<file path="src/rtl/mmio_periph_bank.sv">
// Memory-mapped peripheral bank: output registers, a prescaled delay timer with
// sticky expiry, and a synchronised switch port with rising-edge capture.
module mmio_periph_bank #(
  parameter int         DATA_W   = 16,
  parameter int         NUM_REGS = 4,
  parameter logic [3:0] BASE_REG = 4'h1,
  parameter logic [3:0] BASE_TMR = 4'h3,
  parameter logic [3:0] BASE_SW  = 4'h4,
  parameter int         PRESCALE = 1
) (
  input  logic                         Clock,
  input  logic                         Resetn,
  input  logic [15:0]                  ADDR,
  input  logic [DATA_W-1:0]            DOUT,
  input  logic                         W,
  input  logic [DATA_W-1:0]            SW_IN,
  output logic [DATA_W-1:0]            RDATA,
  output logic                         HIT,
  output logic [NUM_REGS*DATA_W-1:0]   REG_Q,
  output logic                         TMR_IRQ
);

  localparam int PW = (PRESCALE > 1) ? $clog2(PRESCALE) : 1;

  logic [3:0] region;
  logic [3:0] offset;
  logic       unusedAddrBits;
  logic       regWr;
  logic       tmrWr;
  logic       swWr;

  assign region         = ADDR[15:12];
  assign offset         = ADDR[3:0];
  assign unusedAddrBits = ^ADDR[11:4];
  assign regWr          = W && (region == BASE_REG);
  assign tmrWr          = W && (region == BASE_TMR);
  assign swWr           = W && (region == BASE_SW);

  logic [DATA_W-1:0] bank_q [NUM_REGS];

  always_ff @(posedge Clock or negedge Resetn) begin
    if (!Resetn) begin
      for (int k = 0; k < NUM_REGS; k++) bank_q[k] <= '0;
    end else begin
      for (int k = 0; k < NUM_REGS; k++) begin
        if (regWr && (offset == 4'(k))) bank_q[k] <= DOUT;
      end
    end
  end

  always_comb begin
    REG_Q = '0;
    for (int k = 0; k < NUM_REGS; k++) REG_Q[k*DATA_W +: DATA_W] = bank_q[k];
  end

  logic [DATA_W-1:0] load_q,    load_d;
  logic [DATA_W-1:0] count_q,   count_d;
  logic [1:0]        ctrl_q,    ctrl_d;
  logic [PW-1:0]     presc_q,   presc_d;
  logic              run_q,     run_d;
  logic              expired_q, expired_d;
  logic              tick;
  logic              expire;

  // Priority is deliberate: an expiry beats a STATUS clear, and a LOAD write
  // beats the tick for count while the expiry still marks expired.
  always_comb begin
    load_d    = load_q;
    count_d   = count_q;
    ctrl_d    = ctrl_q;
    presc_d   = presc_q;
    run_d     = run_q;
    expired_d = expired_q;
    tick      = 1'b0;
    expire    = 1'b0;

    if (ctrl_q[0] && run_q) begin
      if (presc_q == PW'(PRESCALE - 1)) begin
        presc_d = '0;
        tick    = 1'b1;
      end else begin
        presc_d = presc_q + PW'(1);
      end
    end

    if (tick && (count_q != '0)) begin
      if (count_q == DATA_W'(1)) begin
        expire = 1'b1;
        if (ctrl_q[1]) begin
          count_d = load_q;
        end else begin
          count_d = '0;
          run_d   = 1'b0;
        end
      end else begin
        count_d = count_q - DATA_W'(1);
      end
    end

    if (tmrWr && (offset == 4'd2) && DOUT[0]) expired_d = 1'b0;
    if (expire) expired_d = 1'b1;

    if (tmrWr && (offset == 4'd1)) ctrl_d = DOUT[1:0];

    if (tmrWr && (offset == 4'd0)) begin
      load_d  = DOUT;
      count_d = DOUT;
      presc_d = '0;
      run_d   = 1'b1;
    end
  end

  always_ff @(posedge Clock or negedge Resetn) begin
    if (!Resetn) begin
      load_q    <= '0;
      count_q   <= '0;
      ctrl_q    <= '0;
      presc_q   <= '0;
      run_q     <= 1'b0;
      expired_q <= 1'b0;
    end else begin
      load_q    <= load_d;
      count_q   <= count_d;
      ctrl_q    <= ctrl_d;
      presc_q   <= presc_d;
      run_q     <= run_d;
      expired_q <= expired_d;
    end
  end

  assign TMR_IRQ = expired_q;

  logic [DATA_W-1:0] sync1_q;
  logic [DATA_W-1:0] swS_q;
  logic [DATA_W-1:0] swEdge_q, swEdge_d;
  logic [DATA_W-1:0] swRise;
  logic [DATA_W-1:0] swClr;

  // The rise is seen one stage early so the edge bit lands with sw_s itself.
  assign swRise = sync1_q & ~swS_q;
  assign swClr  = (swWr && (offset == 4'd1)) ? DOUT : '0;

  always_comb begin
    swEdge_d = (swEdge_q & ~swClr) | swRise;
  end

  always_ff @(posedge Clock or negedge Resetn) begin
    if (!Resetn) begin
      sync1_q  <= '0;
      swS_q    <= '0;
      swEdge_q <= '0;
    end else begin
      sync1_q  <= SW_IN;
      swS_q    <= sync1_q;
      swEdge_q <= swEdge_d;
    end
  end

  logic [DATA_W-1:0] rdata_q, rdata_d;
  logic              hit_q,   hit_d;

  always_comb begin
    rdata_d = '0;
    hit_d   = 1'b0;
    if (region == BASE_REG) begin
      hit_d = 1'b1;
      for (int k = 0; k < NUM_REGS; k++) begin
        if (offset == 4'(k)) rdata_d = bank_q[k];
      end
    end else if (region == BASE_TMR) begin
      hit_d = 1'b1;
      case (offset)
        4'd0:    rdata_d = load_q;
        4'd1:    rdata_d[1:0] = ctrl_q;
        4'd2:    rdata_d[0] = expired_q;
        4'd3:    rdata_d = count_q;
        default: rdata_d = '0;
      endcase
    end else if (region == BASE_SW) begin
      hit_d = 1'b1;
      case (offset)
        4'd0:    rdata_d = swS_q;
        4'd1:    rdata_d = swEdge_q;
        default: rdata_d = '0;
      endcase
    end
  end

  always_ff @(posedge Clock or negedge Resetn) begin
    if (!Resetn) begin
      rdata_q <= '0;
      hit_q   <= 1'b0;
    end else begin
      rdata_q <= rdata_d;
      hit_q   <= hit_d;
    end
  end

  assign RDATA = rdata_q;
  assign HIT   = hit_q;

endmodule

</file>
<file path="config.mk">
export PLATFORM = sky130hd
export DESIGN_NAME = mmio_periph_bank
export DESIGN_NICKNAME = d
export VERILOG_FILES = /design/src/rtl/mmio_periph_bank.sv
export SDC_FILE = /design/constraint.sdc
export NUM_CORES = 1
export LEC_CHECK = 0
export CAP_MARGIN = 40
export CORE_MARGIN = 8
export CORE_UTILIZATION = 57
export DETAILED_ROUTE_END_ITERATION = 8
export PLACE_DENSITY_LB_ADDON = 0.15
export SYNTH_ARGS = -nofsm -noshare
export SYNTH_HDL_FRONTEND = slang
export SYNTH_SLANG_ARGS = --single-unit
export TNS_END_PERCENT = 5
</file>
<file path="constraint.sdc">
create_clock -name Clock -period 5.3 [get_ports Clock]
set_clock_uncertainty 0.2 [all_clocks]
set_input_delay 1.06 -clock Clock [delete_from_list [all_inputs] [get_ports Clock]]
set_output_delay 1.06 -clock Clock [all_outputs]
set_load 0.02 [all_outputs]
</file>
# After elaboration in Yosys (flattened, before gate mapping)
# Cells that the tools add are included.
[totals]
input_bits = 51
out_inout_bits = 82
wordCells = 83
register_bits = 166
[op_classes]
n_reduce_logical = 21
n_bitwise = 5
add_sub_neg = 2
eq_ne = 8
n_mux = 32
[ops]
columns = ["operator", "n"]
rows = [
  ["2-to-1 mux 16 bit", 12],
  ["bitwise AND 16 bit", 2],
  ["inverter 16 bit", 2],
  ["case mux 16 bit (2 select lines)", 1],
  ["case mux 14 bit (2 select lines)", 1],
  ["== test 16 x 1 -> 1 bit, second input constant", 1],
  ["2-to-1 mux 1 bit", 16],
  ["bitwise OR 16 bit", 1],
  ["nonzero test 16 bit", 1],
  ["subtractor 16 x 1 -> 16 bit, second input constant", 1],
  ["logical AND 1 bit", 14],
  ["== test 4 x 2 -> 1 bit, second input constant", 3],
  ["== test 4 x 1 -> 1 bit, second input constant", 2],
  ["nonzero test 2 bit", 4],
  ["== test 4 x 3 -> 1 bit, second input constant", 1],
  ["zero test 4 bit", 1],
  ["case mux 1 bit (4 select lines)", 1],
  ["case mux 1 bit (3 select lines)", 1],
  ["AND reduction 3 bit", 1],
  ["!= test 2 x 1 -> 1 bit, second input constant", 1],
  ["adder 1 bit, second input constant", 1],
]

# Logic depth before layout (Yosys ltp)
[logic_depth]
ltp_word = 7
mapped_depth = 9
ltp_nobuf = 7

# Worst setup path after synthesis
# No wires, ideal clock.
[synth_timing]
path_type = "in2reg"
from = "input port ADDR[1]"
to = "register bank_q, in the netlist REG_Q[16]"
setup_ns = 0.125
stages = 5
slack_ns = 2.281
t_required_ns = 4.975
n_path_buf = 2
arrival_ns = 2.694
path_cell_list = "buf_2 > nor4b_2 > nand2_1 > clkbuf_1 > mux2_2"
[synth_via]
elab_chain_cells = 2
[synth_lines]
columns = ["element", "line_no", "rtl"]
rows = [
  ["from (decl)", "13", "input logic [15:0] ADDR,"],
  ["== test 4 x 1 -> 1 bit", "46", "if (regWr && (offset == 4'(k))) bank_q[k] <= DOUT;"],
  ["logical AND 1 bit", "46", ""],
  ["to (signal, indexed assignment)", "46", ""],
  ["to (decl)", "39", "logic [DATA_W-1:0] bank_q [NUM_REGS];"],
]
# No other way between the ends.
# A chain may end at the register's enable or synchronous reset.

# Final worst setup path
[layout_timing]
from = "input port ADDR[0]"
to = "register bank_q, in the netlist REG_Q[39]"
[layout_via]
elab_chain_cells = 2
[layout_lines]
columns = ["element", "line_no"]
rows = [
  ["== test 4 x 2 -> 1 bit", "46"],
  ["logical AND 1 bit", "46"],
]
# No other way between the ends.

==> results_dict.tcl <==
set metrics [dict create \
    status "finished clean" \
    cts_made_buffers 17 \
    gr-total-overflow 0 \
    cts_setup_buffers 0 \
    dp_slack_ns 0.971 \
    power.total_w 0.00338 \
    antenna_found_initial 0 \
    async_reset_ff_share_pct 100 \
    die_h_um 130 \
    cts_tree "built" \
    die_area_sq_um 16900 \
    ys_top_cells_by_area "dfrtp_1, mux2_2, nand2_1, a22oi_1, mux4_2" \
    placed_cells 915 \
    cp_slowest_cell "clkdlybuf4s50_1" \
    cts_resized 0 \
    holdBufCountCts 0 \
    critPathTopFamily "buffers and inverters" \
    cp_cell_sequence "clkdlybuf4s50_1 -> buf_4 -> nor3_1 -> nand3_1 -> buf_4 -> mux2_2" \
    final_nets 816 \
    drc 0 \
    areaGrowthSynthToFinish_pct 28.9 \
    fin_crit_sh_pct 73.9 \
    synthCells 637 \
    worstSetupEndpointType "register" \
    hold_viol 0 \
    required_ns 5.41 \
    ant_nets 0 \
    grt_pass1_vias 6138 \
    critPathMaxFanout 14 \
    synth_seq_cells 165 \
    htreeDepth 4 \
    grt_pass1_wl_mm 35.3 \
    hold_path.class "reg2reg" \
    hpwlAfterDp_mm 15.2 \
    wire_per_inst_um 23.5 \
    coreArea_sq_um 12700 \
    fmax_mhz 255 \
    setup_viol 0 \
    drv_slew 0 \
    synth.avg_cell_area_sq_um 11.7 \
    power_leakage_nw 4.28 \
    synth-warning-count 0 \
    grt.total_usage_pct 27.9 \
    ir_worst_vdd_v 0.000266 \
    path_common_cell "buf_4" \
    synth.cell_area_sq_um 7430 \
    max_cap_viol_count 0 \
    ios 133 \
    post_drt_via_cell_ratio 6.30 \
    ys_seq_area_share_pct 55.6 \
    cp-start-kind "input port" \
    routed_wl_mm 22.2 \
    gp_congestion 0.876 \
    final_cells 947 \
    setup_slack_ns 1.38 \
    rsz0062_at_grt "false" \
    arrival_ns 4.03 \
    antenna_cells 0 \
    crit_buf_inv 3 \
    tightest_slew_ns 0.900 \
    fp-row-count 41 \
    cpPeakStageDelay_ns 0.87 \
    yosysTopAreaCell "dfrtp_1" \
    grt_start_max_net_pins 92 \
    initial_utilization_pct 58.6 \
    powerDensity_nw_per_um2 352 \
    drive_above_1_share_pct 19.9 \
    fp.dieW_um 130 \
    synth_common_cells "dfrtp_1, nand2_1, mux2_2" \
    synth_edf_count 0 \
    drtIter0Drc 615 \
    setup_tns_ns 0 \
    via_count 5967 \
    insertion_delay_ns 0.43 \
    first_pass_iters 5 \
    synth_cell_types 60 \
    cts-root-buf "clkbuf_16" \
    clk_pin_slew_ns 0.07 \
    io_buffers 124 \
    synth_top_area_share_pct 55.6 \
    clkSinkCount 165 \
    post-route-min-period_ns 3.92 \
    crit_type "in2reg" \
    max-slew-margin-rel_pct 40.0 \
    synth_top_flop_cell "dfrtp_1" \
    cts_buffer_depth 2 \
    syn_nets 691 \
    yosysMostFrequentCell "dfrtp_1" \
]
## final timing paths
path / end / from / cells after the start / slack (ns)
min reg2reg: swS_q[9]$_DFF_PN0_ / sync1_q[9]$_DFF_PN0_ / 0 / 0.18
min in group asynchronous: REG_Q[27]$_DFFE_PN0P_ / Resetn / 1 / 0.51
max: REG_Q[39]$_DFFE_PN0P_ / ADDR[0] / 6 / 1.38
min: swS_q[9]$_DFF_PN0_ / sync1_q[9]$_DFF_PN0_ / 0 / 0.18
max in group asynchronous: REG_Q[28]$_DFFE_PN0P_ / Resetn / 2 / 3.36
max reg2reg: count_q[2]$_DFFE_PN0P_ / count_q[5]$_DFFE_PN0P_ / 5 / 2.29
## sequential cells by signal, summed over array words and instances (netlist names)
signal    cells
ctrl_q        2
swEdge_q     16
HIT           1
swS_q        16
run_q         1
TMR_IRQ       1
sync1_q      16
count_q      16
RDATA        16
load_q       16
REG_Q        64
## stage by stage
| step | utilization [%] | instance area, sq um | hold WS [ns] |
|---|---|---|---|
| floorplan | - | 7430 | 0.154 |
| global placement | 69.9 | 8860 | 0.161 |
| finish | 75.6 | 9580 | 0.177 |
| detailed placement | 70.6 | 8950 | 0.167 |
| global route | 75.6 | 9580 | 0.184 |
| CTS | 75.6 | 9580 | 0.180 |
## final cells by class
type                       instances  area, sq um
timing repair buffer             143         1430
multi-input combinational        416         3100
clock inverter                    14          189
inverter                          19         71.3
sequential                       165         4130
tap                              172          215
fill                             860         3090
clock buffer                      18          439
## power by group
| part | leakage [nW] | total (W) | internal (W) | switching (W) |
|---|---|---|---|---|
| clock | 0.307 | 0.00131 | 0.000769 | 0.000544 |
| combinational | 1.89 | 0.000555 | 0.000250 | 0.000305 |
| sequential | 2.08 | 0.00151 | 0.00136 | 0.000149 |
| total | 4.28 | 0.00338 | 0.00238 | 0.000997 |
## cell families (layout without fill, tap and decap cells)
group / count (synthesis) / after routing / synth area share, %
AOI/OAI and AO/OA: 158 / 158 / 15.0
DFF: 165 / 165 / 55.6
xor gates and xnor gates: 11 / 11 / 1.30
muxes: 85 / 85 / 14.0
adders and majority gates: 3 / 3 / 0.505
buffers and inverters: 56 / 194 / 2.95
and+or+nand+nor: 159 / 159 / 10.7
## layout by cell type (no fill, tap or decap), types with 7 or more instances in the layout
cell             count
inv_1               19
o21bai_1            12
a31o_2               7
nand2_1             78
buf_4               14
nor2_1              23
dfrtp_1            165
a22oi_1             31
clkbuf_16           17
o21ai_0             14
mux2_2              74
nor3_1               7
a22o_1              16
nand4_1              9
a21oi_1             27
nand3_1              8
clkdlybuf4s50_1    123
o22ai_1             23
xor2_1               7
mux4_2               8
## layer usage
layer / vias to the layer above / routed length [um] / global-route usage [%]
li1: 2596 / - / -
met1: 3029 / 8720 / 34.9
met2: 284 / 10800 / 43.6
met3: 58 / 2020 / 9.42
met4: 0 / 722 / 11.4
met5: - / 0 / 0
Power figures use the tool's default switching activity.
